## src/rtl/serial_link_pkg.sv

```systemverilog
// -----------------------------------------------------------------------------
// serial_link_pkg
//
// Shared definitions for both ends of the 32-bit serial word link.
// The transmitter and the matching receiver import this package so that
// the frame width, bit timing and state encoding cannot drift apart.
//
// Contents:
//   WORD_W_DEF    default bits per frame
//   CLK_DIV_DEF   default clk cycles per bitclk half-period
//   GAP_BITS_DEF  default bit periods of comEn-low between frames
//   tx_state_e    transmitter FSM states
//   tx_dbg_t      transmitter debug/observation bundle
// -----------------------------------------------------------------------------
package serial_link_pkg;

  localparam int WORD_W_DEF   = 32;
  localparam int CLK_DIV_DEF  = 50;
  localparam int GAP_BITS_DEF = 2;

  typedef enum logic [1:0] {
    IDLE  = 2'd0,
    SETUP = 2'd1,
    SHIFT = 2'd2,
    GAP   = 2'd3
  } tx_state_e;

  // Observation bundle: current FSM state plus the divider strobes, so an
  // external checker can line up bit boundaries without re-deriving them.
  typedef struct packed {
    tx_state_e state;
    logic      rise_tick;
    logic      fall_tick;
  } tx_dbg_t;

endpackage

```

## src/rtl/serial_word_transmitter_if.sv

```systemverilog
// -----------------------------------------------------------------------------
// serial_word_transmitter_if
//
// Parallel-side request channel of the serial word transmitter.
//
// Handshake: a word moves when txvalid and txready are both high on the same
// rising clk edge. txdata is only looked at on that edge. While txready is
// low, txvalid and txdata are ignored entirely, so the producer may change
// them freely. abort is a plain synchronous strobe, not part of the handshake.
//
// Signals:
//   txdata   [WORD_W-1:0]  word to send          (master -> slave)
//   txvalid                word-available        (master -> slave)
//   txready                word can be accepted  (slave  -> master)
//   abort                  synchronous abort     (master -> slave)
//
// Modports:
//   master  producer side (order/exchange logic, testbench driver)
//   slave   transmitter side
// -----------------------------------------------------------------------------
interface serial_word_transmitter_if #(
  parameter int WORD_W = serial_link_pkg::WORD_W_DEF
) ();

  logic [WORD_W-1:0] txdata;
  logic              txvalid;
  logic              txready;
  logic              abort;

  modport master (
    output txdata,
    output txvalid,
    output abort,
    input  txready
  );

  modport slave (
    input  txdata,
    input  txvalid,
    input  abort,
    output txready
  );

endinterface

```

## src/rtl/serial_bitclk_gen.sv

```systemverilog
// -----------------------------------------------------------------------------
// serial_bitclk_gen
//
// Free-running bit clock generator shared by both ends of the serial link.
// A counter runs 0..CLK_DIV-1 on every clk; on its last count it wraps and
// bitclk toggles, giving a bit period of 2*CLK_DIV clk cycles.
//
// The wrap cycle is reported as a one-clk strobe, split by the current bitclk
// level so the caller knows which bitclk edge lands on the coming clk edge:
//   fall_tick  wrap while bitclk=1  (bitclk falls on the next clk edge)
//   rise_tick  wrap while bitclk=0  (bitclk rises on the next clk edge)
//
// Ports:
//   clk        system clock, rising edge
//   reset      asynchronous active-low reset
//   bitclk     registered bit clock, 0 out of reset
//   rise_tick  strobe, see above
//   fall_tick  strobe, see above
//
// CLK_DIV must be >= 1. The counter carries one spare bit so CLK_DIV=1
// still has a legal, non-overflowing width.
// -----------------------------------------------------------------------------
module serial_bitclk_gen
  import serial_link_pkg::*;
#(
  parameter int CLK_DIV = CLK_DIV_DEF
) (
  input  logic clk,
  input  logic reset,
  output logic bitclk,
  output logic rise_tick,
  output logic fall_tick
);

  localparam int               DIV_W    = $clog2(CLK_DIV) + 1;
  localparam logic [DIV_W-1:0] DIV_LAST = DIV_W'(CLK_DIV - 1);

  logic [DIV_W-1:0] div_cnt_q;
  logic [DIV_W-1:0] div_cnt_d;
  logic             bitclk_q;
  logic             bitclk_d;
  logic             wrap;

  always_comb begin
    wrap      = (div_cnt_q == DIV_LAST);
    div_cnt_d = div_cnt_q + DIV_W'(1);
    bitclk_d  = bitclk_q;
    if (wrap) begin
      div_cnt_d = '0;
      bitclk_d  = ~bitclk_q;
    end
  end

  always_ff @(posedge clk or negedge reset) begin
    if (!reset) begin
      div_cnt_q <= '0;
      bitclk_q  <= 1'b0;
    end else begin
      div_cnt_q <= div_cnt_d;
      bitclk_q  <= bitclk_d;
    end
  end

  assign bitclk    = bitclk_q;
  assign rise_tick = wrap & ~bitclk_q;
  assign fall_tick = wrap &  bitclk_q;

endmodule

```

## src/rtl/serial_word_transmitter.sv

```systemverilog
// -----------------------------------------------------------------------------
// serial_word_transmitter
//
// Transmit end of the 32-bit serial word link. A word accepted on the
// parallel handshake is sent MSB-first on dataout, framed by comEn, with
// every data/frame change placed on the clk edge where bitclk falls. The
// receiver samples on bitclk rising edges, half a bit period later, so each
// bit is stable around its sampling point.
//
// Frame sequence (state names from serial_link_pkg):
//   IDLE   txready=1; a handshake latches txdata and moves to SETUP.
//   SETUP  wait for the next bitclk fall, then raise comEn with the MSB.
//   SHIFT  on each bitclk fall present the next bit; after the last bit drop
//          comEn, pulse done for one clk and move to GAP.
//   GAP    hold comEn low so the receiver clears, then return to IDLE.
// abort in SETUP/SHIFT drops comEn/dataout on the next clk and goes to GAP
// without a done pulse.
//
// Ports:
//   clk      system clock, rising edge
//   reset    asynchronous active-low reset
//   tx_if    parallel request channel (slave modport): txdata, txvalid,
//            txready, abort
//   dataout  serial data, MSB first (registered)
//   comEn    frame enable, high for exactly WORD_W bit periods per complete
//            frame (registered)
//   bitclk   free-running bit clock, period 2*CLK_DIV clk (registered)
//   done     one-clk pulse on normal frame completion (registered)
//   dbg      FSM state and divider strobes, for observation only
// -----------------------------------------------------------------------------
module serial_word_transmitter
  import serial_link_pkg::*;
#(
  parameter int WORD_W   = WORD_W_DEF,
  parameter int CLK_DIV  = CLK_DIV_DEF,
  parameter int GAP_BITS = GAP_BITS_DEF
) (
  input  logic                    clk,
  input  logic                    reset,
  serial_word_transmitter_if.slave tx_if,
  output logic                    dataout,
  output logic                    comEn,
  output logic                    bitclk,
  output logic                    done,
  output tx_dbg_t                 dbg
);

  localparam int               BCW      = $clog2(WORD_W);
  localparam int               GCW      = $clog2(GAP_BITS + 1) + 1;
  localparam logic [BCW-1:0]   BIT_LAST = BCW'(WORD_W - 1);
  localparam logic [GCW-1:0]   GAP_LAST = GCW'(GAP_BITS - 1);
  localparam logic [GCW-1:0]   GAP_FULL = GCW'(GAP_BITS);

  // ---------------------------------------------------------------------------
  // Bit timing
  // ---------------------------------------------------------------------------
  logic rise_tick;
  logic fall_tick;

  serial_bitclk_gen #(
    .CLK_DIV (CLK_DIV)
  ) u_bitclk_gen (
    .clk       (clk),
    .reset     (reset),
    .bitclk    (bitclk),
    .rise_tick (rise_tick),
    .fall_tick (fall_tick)
  );

  // ---------------------------------------------------------------------------
  // State
  // ---------------------------------------------------------------------------
  tx_state_e         state_q,   state_d;
  logic [WORD_W-1:0] shift_q,   shift_d;
  logic [BCW-1:0]    bit_cnt_q, bit_cnt_d;
  logic [GCW-1:0]    gap_cnt_q, gap_cnt_d;
  logic              txready_q, txready_d;
  logic              dataout_q, dataout_d;
  logic              comen_q,   comen_d;
  logic              done_q,    done_d;

  // ---------------------------------------------------------------------------
  // Next-state / output logic
  // ---------------------------------------------------------------------------
  always_comb begin
    state_d   = state_q;
    shift_d   = shift_q;
    bit_cnt_d = bit_cnt_q;
    gap_cnt_d = gap_cnt_q;
    txready_d = txready_q;
    dataout_d = dataout_q;
    comen_d   = comen_q;
    done_d    = 1'b0;

    case (state_q)
      IDLE: begin
        // abort has no meaning here, and a capture always wins over it.
        txready_d = 1'b1;
        if (tx_if.txvalid && txready_q) begin
          shift_d   = tx_if.txdata;
          txready_d = 1'b0;
          state_d   = SETUP;
        end
      end

      SETUP: begin
        if (tx_if.abort) begin
          comen_d   = 1'b0;
          dataout_d = 1'b0;
          gap_cnt_d = '0;
          state_d   = GAP;
        end else if (fall_tick) begin
          comen_d   = 1'b1;
          dataout_d = shift_q[WORD_W-1];
          bit_cnt_d = '0;
          state_d   = SHIFT;
        end
      end

      SHIFT: begin
        if (tx_if.abort) begin
          comen_d   = 1'b0;
          dataout_d = 1'b0;
          gap_cnt_d = '0;
          state_d   = GAP;
        end else if (fall_tick) begin
          if (bit_cnt_q != BIT_LAST) begin
            // The MSB is already on the line, so the next bit to show is
            // the one just below it before the shift.
            shift_d   = shift_q << 1;
            dataout_d = shift_q[WORD_W-2];
            bit_cnt_d = bit_cnt_q + BCW'(1);
          end else begin
            comen_d   = 1'b0;
            dataout_d = 1'b0;
            done_d    = 1'b1;
            // The fall that ends the frame already counts as the first gap
            // bit boundary; an aborted frame starts its gap count from zero
            // because it leaves mid-bit.
            gap_cnt_d = GCW'(1);
            state_d   = GAP;
          end
        end
      end

      GAP: begin
        // Leaving on the last counted fall lets a waiting word be captured
        // and reach SETUP in time for the very next fall, so back-to-back
        // frames see comEn low for exactly GAP_BITS bit periods.
        if (gap_cnt_q >= GAP_FULL) begin
          txready_d = 1'b1;
          state_d   = IDLE;
        end else if (fall_tick) begin
          if (gap_cnt_q == GAP_LAST) begin
            txready_d = 1'b1;
            state_d   = IDLE;
          end else begin
            gap_cnt_d = gap_cnt_q + GCW'(1);
          end
        end
      end

      default: begin
        comen_d   = 1'b0;
        dataout_d = 1'b0;
        txready_d = 1'b1;
        state_d   = IDLE;
      end
    endcase
  end

  // ---------------------------------------------------------------------------
  // Registers
  // ---------------------------------------------------------------------------
  always_ff @(posedge clk or negedge reset) begin
    if (!reset) begin
      state_q   <= IDLE;
      shift_q   <= '0;
      bit_cnt_q <= '0;
      gap_cnt_q <= '0;
      txready_q <= 1'b1;
      dataout_q <= 1'b0;
      comen_q   <= 1'b0;
      done_q    <= 1'b0;
    end else begin
      state_q   <= state_d;
      shift_q   <= shift_d;
      bit_cnt_q <= bit_cnt_d;
      gap_cnt_q <= gap_cnt_d;
      txready_q <= txready_d;
      dataout_q <= dataout_d;
      comen_q   <= comen_d;
      done_q    <= done_d;
    end
  end

  // ---------------------------------------------------------------------------
  // Outputs
  // ---------------------------------------------------------------------------
  assign tx_if.txready = txready_q;
  assign dataout       = dataout_q;
  assign comEn         = comen_q;
  assign done          = done_q;
  assign dbg           = '{state: state_q, rise_tick: rise_tick, fall_tick: fall_tick};

endmodule

```

## src/flat_wrapper.sv

```systemverilog
// flat-port wrapper written by rule: the top's interface ports become plain ports
module serial_word_transmitter_flat import serial_link_pkg::*;
#(
  parameter int WORD_W   = WORD_W_DEF,
  parameter int CLK_DIV  = CLK_DIV_DEF,
  parameter int GAP_BITS = GAP_BITS_DEF
)
  (clk, reset, dataout, comEn, bitclk, done, dbg, tx_if_txdata, tx_if_txvalid, tx_if_abort, tx_if_txready);
  serial_word_transmitter_if #(.WORD_W(WORD_W)) tx_if_i ();
  input  logic clk;
  input  logic reset;
  output logic dataout;
  output logic comEn;
  output logic bitclk;
  output logic done;
  output tx_dbg_t dbg;
  input wire logic [$bits(tx_if_i.txdata)-1:0] tx_if_txdata;
  input wire logic [$bits(tx_if_i.txvalid)-1:0] tx_if_txvalid;
  input wire logic [$bits(tx_if_i.abort)-1:0] tx_if_abort;
  output wire logic [$bits(tx_if_i.txready)-1:0] tx_if_txready;
  assign tx_if_i.txdata = tx_if_txdata;
  assign tx_if_i.txvalid = tx_if_txvalid;
  assign tx_if_i.abort = tx_if_abort;
  assign tx_if_txready = tx_if_i.txready;
  serial_word_transmitter #(.WORD_W(WORD_W), .CLK_DIV(CLK_DIV), .GAP_BITS(GAP_BITS)) u_core (.clk(clk), .reset(reset), .tx_if(tx_if_i), .dataout(dataout), .comEn(comEn), .bitclk(bitclk), .done(done), .dbg(dbg));
endmodule
```

## config.mk

```make
export PLATFORM = sky130hd
export DESIGN_NAME = serial_word_transmitter_flat
export DESIGN_NICKNAME = d
export VERILOG_FILES = /design/src/rtl/serial_link_pkg.sv /design/src/rtl/serial_word_transmitter_if.sv /design/src/rtl/serial_bitclk_gen.sv /design/src/rtl/serial_word_transmitter.sv /design/src/flat_wrapper.sv
export SDC_FILE = /design/constraint.sdc
export NUM_CORES = 1
export LEC_CHECK = 0
export BUFFER_PORTS_ARGS = -buffer_cell sky130_fd_sc_hd__buf_4
export CAP_MARGIN = 20
export CORE_ASPECT_RATIO = 0.6
export CORE_UTILIZATION = 50
export DETAILED_ROUTE_END_ITERATION = 8
export PLACE_DENSITY = 0.72
export SYNTH_ARGS = -nofsm -noshare
export SYNTH_HDL_FRONTEND = slang
export SYNTH_HIERARCHICAL = 1
export SYNTH_SLANG_ARGS = --single-unit
export TNS_END_PERCENT = 50
```

## constraint.sdc

```tcl
create_clock -name clk -period 4.5 [get_ports clk]
set_input_delay 0.675 -clock clk [delete_from_list [all_inputs] [get_ports clk]]
set_output_delay 0.675 -clock clk [all_outputs]
set_load 0.03 [all_outputs]
```

==> results.json, run 1 <==
{
  "path_clk_slew_ns": 0.10,
  "slowest_delay_ns": 0.41,
  "path_class": "flip-flop to output pin",
  "setup_tns_ns": 0,
  "cp_slowest_cell": "dfrtp_1",
  "crit_cells": 6,
  "ant_nets": 0,
  "cts_buffer_depth": 2,
  "synth_edf_count": 0,
  "crit_required_ns": 3.83,
  "core_area_um2": 5205,
  "io_buffers": 44,
  "crit_path_max_fanout": 10,
  "antenna_found_initial": 0,
  "avgSynthCellArea_um2": 10.34,
  "worst_clock_skew_ns": 0.005357,
  "critPathBufInv": 2,
  "hold_buffers": 0,
  "cts_buffers": 5,
  "grt_max_degree": 65,
  "status": "finished with violations",
  "place_inst": 365,
  "tightest_slew_ns": 0.7099,
  "insertion_delay_ns": 0.30,
  "synth-main-ff-cell": "dfrtp_1",
  "grt_setup_unrepaired": "false",
  "synth.most_common_cell": "dfrtp_1",
  "drv_cap": 0,
  "r2r-end": "u_core/bit_cnt_q[1]",
  "yosysSeqAreaShare_pct": 48.80,
  "via_count": 1978,
  "violations": "design-rule violations",
  "synth_cell_types": 43,
  "slew_viol_final": 0,
  "gp_congestion": 0.7497,
  "postSynth.asyncResetShare_pct": 100.0,
  "netlist_instances": 268,
  "path_delay_family": "simple AND/OR/NAND/NOR gates",
  "dieHeight_um": 59.67,
  "synth_area_leader_cell": "dfrtp_1",
  "max_clock_freq_mhz": 382.1,
  "fin_crit_sh_pct": 58.15,
  "worstSetupEndpointType": "output pin",
  "crit_start": "u_core/u_bitclk_gen/div_cnt_q[1]",
  "hpwl_um": 3610,
  "synth_area_leaders": "dfrtp_1, mux2i_1, nand2_1",
  "dr.pass1.iters": 6,
  "cts_tree": "done",
  "r2r-start": "u_core/u_bitclk_gen/div_cnt_q[1]",
  "p_leak_nw": 1.524,
  "rows": 20,
  "synth_top_area_share_pct": 47.86,
  "drive_gt1_share_pct": 21.43,
  "setup_viol": 0,
  "grt_pass1_wl_um": 8852,
  "ir_drop_v": 0.0002341,
  "relSlewSlack_pct": 52.17,
  "power_density_nw_per_um2": 570.9,
  "wl_um": 5166,
  "ios": 45,
  "cts_setup_buffers": 0,
  "timing.final.crit_period_ns": 2.617,
  "die_x_um": 98.12,
  "grt_pass1_vias": 1855,
  "dieArea_um2": 5855,
  "yosys_warnings": 6,
  "wl_per_cell_um": 13.81,
  "hold_viol": 0,
  "drt-initial-drc-count": 91,
  "hp-class": "primary input to asynchronous set/reset pin",
  "synth_nets": 315,
  "endpoint": "dbg[0]",
  "reg2regPathDepth": 8,
  "arrival_ns": 1.94,
  "crit_chain": "inv_1 -> ha_1 -> nand2b_1 -> nor4_4 -> and2_1 -> buf_4",
  "yosys-top-cells-count": "dfrtp_1, nand2_1, o21ai_0, mux2i_1, nor2_1",
  "ff2ff_setup_slack_ns": 2.09,
  "area_growth_pct": 16.75,
  "grt_usage_pct": 19.59,
  "post_cts_resized": 0,
  "synth_area_um2": 2771,
  "via_per_inst": 5.289,
  "cts_sinks": 54,
  "ys_ff_latch": 54,
  "stdcell_count": 374,
  "drc_errors": 2,
  "cp-start-kind": "flip-flop",
  "htreeDepth": 2,
  "final_net_count": 354,
  "grt_overflow_total": 0,
  "root_buffer": "clkbuf_8",
  "diodes": 0,
  "initial_utilization_pct": 53.25
}
## metal layers
metal | up-vias | GRT usage, % | routed length [µm]
met1 | 941 | 29.53 | 2738
met5 | - | 0 | 0
met2 | 33 | 27.97 | 2200
li1 | 1002 | - | -
met3 | 2 | 5.029 | 212
met4 | 0 | 5.195 | 15
## state kept, by name, indices dropped and copies added (netlist names)
name / cells
u_core/state_q: 2
u_core/comEn: 1
u_core/shift_q: 32
u_core/dataout: 1
u_core/gap_cnt_q: 3
u_core/tx_if.txready: 1
u_core/u_bitclk_gen/bitclk: 1
u_core/done: 1
u_core/bit_cnt_q: 5
u_core/u_bitclk_gen/div_cnt_q: 7
## layout by cell type (no fill, tap or decap), types with 5 or more instances in the layout
cell	netlist	layout
a21oi_1	6	6
inv_1	5	5
mux2i_1	31	31
a22o_1	5	5
clkbuf_8	0	6
ha_1	11	10
nor2_1	13	13
nand2_1	44	44
o21ai_1	5	5
buf_4	5	45
dfrtp_1	53	53
o21ai_0	32	32
nor2b_1	5	5
## cell families (layout without fill, tap and decap cells)
kind of cell	count (synthesis)	after routing	share of synthesized area (%)
DFF	54	54	48.80
buffers and inverters	19	59	3.612
AOI/OAI and AO/OA	60	60	13.68
and+or+nand+nor	85	85	14.94
xor gates and xnor gates	5	5	1.580
adders and majority gates	11	11	4.966
muxes	34	34	12.42
## worst min-delay path by stage
stage                                   from                   to  slack (ns)  cells past startpoint
after global routing                   reset  u_core/gap_cnt_q[1]        0.44                      1
after floorplan                        reset  u_core/bit_cnt_q[0]        0.38                      0
after global placement    u_core/shift_q[29]   u_core/shift_q[29]        0.46                      2
final                                  reset  u_core/gap_cnt_q[0]        0.39                      1
after detailed placement  u_core/shift_q[19]   u_core/shift_q[19]        0.47                      2
after CTS                              reset  u_core/gap_cnt_q[0]        0.42                      1
## stage by stage
| step | instance area [µm²] | utilization [%] | power, mW | setup slack [ns] | hold slack, ns |
|---|---|---|---|---|---|
| final | 3236 | 62.16 | 1.847 | 1.883 | 0.3937 |
| after global routing | 3236 | 62.16 | 2.005 | 1.734 | 0.4413 |
| after CTS | 3216 | 61.78 | 1.839 | 1.755 | 0.4241 |
| after detailed placement | 3120 | 59.95 | 1.557 | 1.759 | 0.4707 |
| after global placement | 3120 | 59.95 | 1.530 | 1.908 | 0.4604 |
| after floorplan | 2771 | - | 1.377 | 2.415 | 0.3794 |
## layout make-up
class | count | area, µm²
Clock inverter | 2 | 12.51
Timing Repair Buffer | 46 | 357.8
Multi-Input combinational cell | 195 | 1329
Sequential cell | 54 | 1353
Inverter | 5 | 18.77
Clock buffer | 6 | 82.58
Tap cell | 66 | 82.58
Fill cell | 450 | 1969
## where the power goes
part | switching [mW] | internal [mW] | total, mW | leakage (nW)
Sequential | 0.104 | 0.653 | 0.757 | 0.685
Combinational | 0.448 | 0.360 | 0.808 | 0.792
Clock | 0.158 | 0.124 | 0.282 | 0.0472
Total | 0.710 | 1.14 | 1.85 | 1.52
No activity file was read; power rests on OpenSTA's default activity.
==> run 2: changes to the inputs <==
==> constraint.sdc (replaced) <==
create_clock -name clk -period 2.6 [get_ports clk]
set_input_delay 0.39 -clock clk [delete_from_list [all_inputs] [get_ports clk]]
set_output_delay 0.39 -clock clk [all_outputs]
set_load 0.03 [all_outputs]
==> results.json, run 2 (synthesis gave the netlist of run 1 again) <==
{
  "power.internal_mw": 2.052,
  "dieHeight_um": 59.67,
  "diodes": 0,
  "ios": 45,
  "cp-start-kind": "flip-flop",
  "hp-class": "primary input to asynchronous set/reset pin",
  "worst_clock_skew_ns": 0.006542,
  "cts_tree": "done",
  "initial_utilization_pct": 53.25,
  "switchingPower_mw": 1.231,
  "ant_nets": 0,
  "post_cts_resized": 0,
  "cts_sinks": 54,
  "ir_drop_v": 0.0004262,
  "hpwl_um": 3584,
  "relSlewSlack_pct": 55.97,
  "reg.largest.list": "u_core/shift_q x32, u_core/u_bitclk_gen/div_cnt_q x7, u_core/bit_cnt_q x5",
  "io_buffers": 44,
  "wl_per_cell_um": 13.60,
  "final_cell_mix": "dfrtp_1, buf_4, nand2_1, o21ai_0, mux2i_1",
  "p_leak_nw": 1.545,
  "swShare_pct": 37.49,
  "r2r-start": "u_core/u_bitclk_gen/div_cnt_q[1]",
  "insertion_delay_ns": 0.30,
  "path_class": "flip-flop to flip-flop",
  "grt_usage_pct": 18.98,
  "rows": 20,
  "largest_reg_flops": 32,
  "tightest_slew_ns": 0.6605,
  "drt-initial-drc-count": 53,
  "hold_viol": 0,
  "dieArea_um2": 5855,
  "fin_crit_sh_pct": 83.26,
  "layout_commonest_cell": "dfrtp_1",
  "grt_max_degree": 65,
  "via_count": 1960,
  "grt_pass1_vias": 1859,
  "die_x_um": 98.12,
  "grt_pass1_wl_um": 8638,
  "grt_setup_unrepaired": "false",
  "gp_congestion": 0.8221,
  "antenna_found_initial": 0,
  "seqPwrFrac_pct": 39.9,
  "setup_viol": 0,
  "crit_path_max_fanout": 10,
  "root_buffer": "clkbuf_8",
  "critPathBufInv": 1,
  "grt_overflow_total": 0,
  "status": "finished with violations",
  "core_area_um2": 5205,
  "seq_area_um2": 1353,
  "crit_required_ns": 2.79,
  "multi_input_area_um2": 1329,
  "post-route-util_pct": 62.79,
  "postPlaceCellArea_um2": 3156,
  "top_register": "u_core/shift_q",
  "violations": "design-rule violations",
  "clkPwrFrac_pct": 17.2,
  "crit_chain": "inv_1 -> ha_1 -> nand2b_1 -> nor4_4 -> and2_1 -> nand2_1 -> a22oi_2 -> nand3_1 -> mux2_2",
  "cts_setup_buffers": 0,
  "path_clk_slew_ns": 0.10,
  "path_delay_family": "simple AND/OR/NAND/NOR gates",
  "cts_buffer_depth": 2,
  "dr.pass1.iters": 6,
  "finalPower_mw": 3.283,
  "slowest_delay_ns": 0.41,
  "via_per_inst": 5.213,
  "cp_slowest_cell": "dfrtp_1",
  "wl_um": 5114,
  "htreeDepth": 2,
  "final_net_count": 356,
  "power_density_nw_per_um2": 1004,
  "arrival_ns": 2.36,
  "hold_buffers": 0,
  "drc_errors": 2,
  "postLayoutCellArea_um2": 3268,
  "setup_tns_ns": 0,
  "stdcell_count": 376,
  "worstSetupEndpointType": "flip-flop",
  "area_growth_pct": 17.92,
  "drv_cap": 0,
  "timing.final.crit_period_ns": 2.165,
  "max_clock_freq_mhz": 461.9,
  "drive_gt1_share_pct": 21.94,
  "cts_buffers": 5,
  "place_inst": 368,
  "pwr-share-comb_pct": 42.9,
  "slew_viol_final": 0,
  "fillers": 432,
  "crit_start": "u_core/u_bitclk_gen/div_cnt_q[1]"
}
run 2: cell count changes in the layout (fill, tap and decap cells not counted):
cell,previous run,this run
clkbuf_8,6,5
buf_4,45,47
inv_6,0,1
bufinv_16,0,1
clkinvlp_4,1,0
run 2: cell type report:
| cell class | instances | area share, % |
|---|---|---|
| clock inverters | 3 | 1.340 |
| clock buffers | 5 | 2.106 |
| well taps | 66 | 2.527 |
| repair buffers | 48 | 11.41 |
| inverters | 5 | 0.5743 |
| multi-input cells | 195 | 40.66 |
| flip-flops and latches | 54 | 41.39 |
run 2: final timing paths:
| check | to | slack (ns) | cells past startpoint |
|---|---|---|---|
| max | u_core/state_q[1] | 0.44 | 9 |
| min | u_core/shift_q[11] | 0.11 | 1 |
| max reg2reg | u_core/state_q[1] | 0.44 | 9 |
| min reg2reg | u_core/shift_q[27] | 0.49 | 2 |
| max in group asynchronous | u_core/u_bitclk_gen/div_cnt_q[2] | 2.05 | 1 |
| min in group clk | u_core/shift_q[0] | 0.35 | 3 |
run 2: layer usage:
layer | track usage (%) | vias up | wire length [µm]
li1 | - | 1012 | -
met1 | 27.67 | 919 | 2708
met2 | 29.38 | 27 | 2191
met3 | 4.678 | 2 | 199
met4 | 3.247 | 0 | 15
met5 | 0 | - | 0
run 2: through the flow:
stage | hold WS, ns | setup slack [ns]
4_1_cts | 0.1374 | 0.4321
3_3_place_gp | 0.4619 | 0.5351
5_1_grt | 0.1725 | 0.2690
6_report | 0.1101 | 0.4351
3_5_place_dp | 0.4704 | 0.4607
2_1_floorplan | 0.09441 | 0.5150
run 2: power by group through the flow:
stage / registers (mW) / clock network, mW / logic (mW)
finish: 1.31 / 0.564 / 1.41
global route: 1.35 / 0.619 / 1.58
CTS: 1.31 / 0.586 / 1.42
detailed placement: 1.32 / 0 / 1.42
global placement: 1.32 / 0 / 1.38
floorplan: 1.34 / 0 / 1.05
==> run 3: changes to the inputs <==
==> constraint.sdc (replaced) <==
create_clock -name clk -period 2 [get_ports clk]
set_input_delay 0.3 -clock clk [delete_from_list [all_inputs] [get_ports clk]]
set_output_delay 0.3 -clock clk [all_outputs]
set_load 0.03 [all_outputs]
==> results.json, run 3 (synthesis gave the netlist of run 1 again) <==
{
  "dr.pass1.iters": 6,
  "critPathBufInv": 1,
  "dieArea_um2": 5855,
  "diodes": 0,
  "via_count": 2063,
  "arrival_ns": 2.12,
  "fin_crit_sh_pct": 96.93,
  "ant_nets": 0,
  "r2r-end": "u_core/state_q[1]",
  "cts_buffer_depth": 2,
  "max_clock_freq_mhz": 515.8,
  "final_net_count": 368,
  "whs_ns": 0.02580,
  "final_cell_mix": "buf_4, dfrtp_1, nand2_1, mux2i_1, o21ai_0",
  "cts_tree": "done",
  "io_buffers": 44,
  "hold_viol": 0,
  "p_leak_nw": 1.625,
  "worst_clock_skew_ns": 0.01131,
  "status": "finished with violations",
  "worstSetupEndpointType": "flip-flop",
  "crit_required_ns": 2.19,
  "crit_path_max_fanout": 10,
  "ios": 45,
  "grt_setup_unrepaired": "true",
  "grt_usage_pct": 19.68,
  "cp-start-kind": "flip-flop",
  "timing.final.crit_period_ns": 1.939,
  "path_clk_slew_ns": 0.09,
  "cts_buffers": 5,
  "reg.largest.list": "u_core/shift_q x32, u_core/u_bitclk_gen/div_cnt_q x7, u_core/bit_cnt_q x5",
  "antenna_found_initial": 0,
  "slew_viol_final": 0,
  "layout_commonest_cell": "buf_4",
  "ir_drop_v": 0.0005081,
  "slowest_delay_ns": 0.39,
  "top_register": "u_core/shift_q",
  "rows": 20,
  "wl_per_cell_um": 14.29,
  "path_class": "flip-flop to flip-flop",
  "initial_utilization_pct": 53.25,
  "root_buffer": "clkbuf_8",
  "relSlewSlack_pct": 55.31,
  "die_x_um": 98.12,
  "largest_reg_flops": 32,
  "hold_buffers": 0,
  "tightest_slew_ns": 0.6703,
  "setup_viol": 0,
  "drt-initial-drc-count": 87,
  "core_area_um2": 5205,
  "drive_gt1_share_pct": 26.71,
  "grt_max_degree": 65,
  "hpwl_um": 3775,
  "drc_errors": 2,
  "dieHeight_um": 59.67,
  "place_inst": 376,
  "gp_congestion": 0.8089,
  "grt_overflow_total": 0,
  "cts_sinks": 54,
  "reg2regPathDepth": 9,
  "area_growth_pct": 22.08,
  "cp_slowest_cell": "dfrtp_1",
  "stdcell_count": 388,
  "violations": "design-rule violations",
  "power_density_nw_per_um2": 1275,
  "grt_pass1_wl_um": 8921,
  "r2r-start": "u_core/u_bitclk_gen/div_cnt_q[1]",
  "htreeDepth": 2,
  "grt_pass1_vias": 1888,
  "insertion_delay_ns": 0.30,
  "path_delay_family": "simple AND/OR/NAND/NOR gates",
  "wl_um": 5543,
  "ff2ff_setup_slack_ns": 0.06,
  "hp-class": "primary input to asynchronous set/reset pin",
  "via_per_inst": 5.317,
  "crit_chain": "inv_1 -> ha_1 -> nand2b_1 -> nor4_4 -> and2_4 -> nand2_4 -> a22oi_2 -> nand3_2 -> mux2_2",
  "drv_cap": 0
}
[run 3: cell types whose count changed in the layout (fill, tap and decap cells not counted), sizes merged]
| cell | before | now |
|---|---|---|
| bufinv | 1 | 0 |
| clkbuf | 5 | 7 |
| buf | 48 | 59 |
| clkinvlp | 0 | 1 |
| inv | 6 | 5 |
[run 3: report_power, final]
group          internal (mW)  total, mW  switching [mW]
clock network          0.279      0.624           0.345
logic                  0.906       1.98            1.08
registers               1.47       1.71           0.238
total                   2.65       4.31            1.66
[run 3: how the worst max path moves through the flow]
stage,end,start,slack [ns],depth (start not counted)
finish,u_core/state_q[1],u_core/u_bitclk_gen/div_cnt_q[1],0.06,9
CTS,u_core/state_q[1],u_core/u_bitclk_gen/div_cnt_q[1],0.002,10
floorplan,u_core/gap_cnt_q[1],u_core/u_bitclk_gen/div_cnt_q[1],-0.04,10
global route,u_core/gap_cnt_q[2],u_core/u_bitclk_gen/div_cnt_q[1],-0.1,9
detailed placement,u_core/state_q[1],u_core/u_bitclk_gen/div_cnt_q[1],-0.07,10
global placement,u_core/state_q[1],u_core/u_bitclk_gen/div_cnt_q[0],-0.05,9
[run 3: layout make-up]
class / count / area (µm²)
fillers: 406 / 1822
multi-input cells: 195 / 1354
flip-flops and latches: 54 / 1353
repair buffers: 60 / 480.5
clock buffers: 6 / 82.58
well taps: 66 / 82.58
inverters: 5 / 18.77
clock inverters: 2 / 12.51
[run 3: routing by layer]
metal  GRT usage (%)  part of all wire, %  vias up
met5               0                    0        -
met2           28.67                   43       46
met3           5.029                  5.0        2
li1                -                    -     1035
met4           5.195                 0.34        0
met1           29.23                   52      980
[run 3: stage by stage]
step	TNS, ns	setup slack [ns]	cell area (µm²)	power, mW	util (%)
3_3_place_gp	-0.05327	-0.05327	3236	3.535	62.16
3_5_place_dp	-0.5390	-0.07055	3236	3.598	62.16
4_1_cts	0	0.001679	3351	4.247	64.38
6_report	0	0.06143	3383	4.314	65.00
5_1_grt	-1.781	-0.09663	3383	4.642	65.00
2_1_floorplan	-0.4194	-0.03876	2830	3.182	-
[run 3: repair_timing]
item                                    in CTS  in global routing
buffers inserted                             1                  3
pin swaps                                    2                  4
gates cloned                                 0                  1
gates resized for setup                      3                 13
endpoints found under the setup margin      36                 45
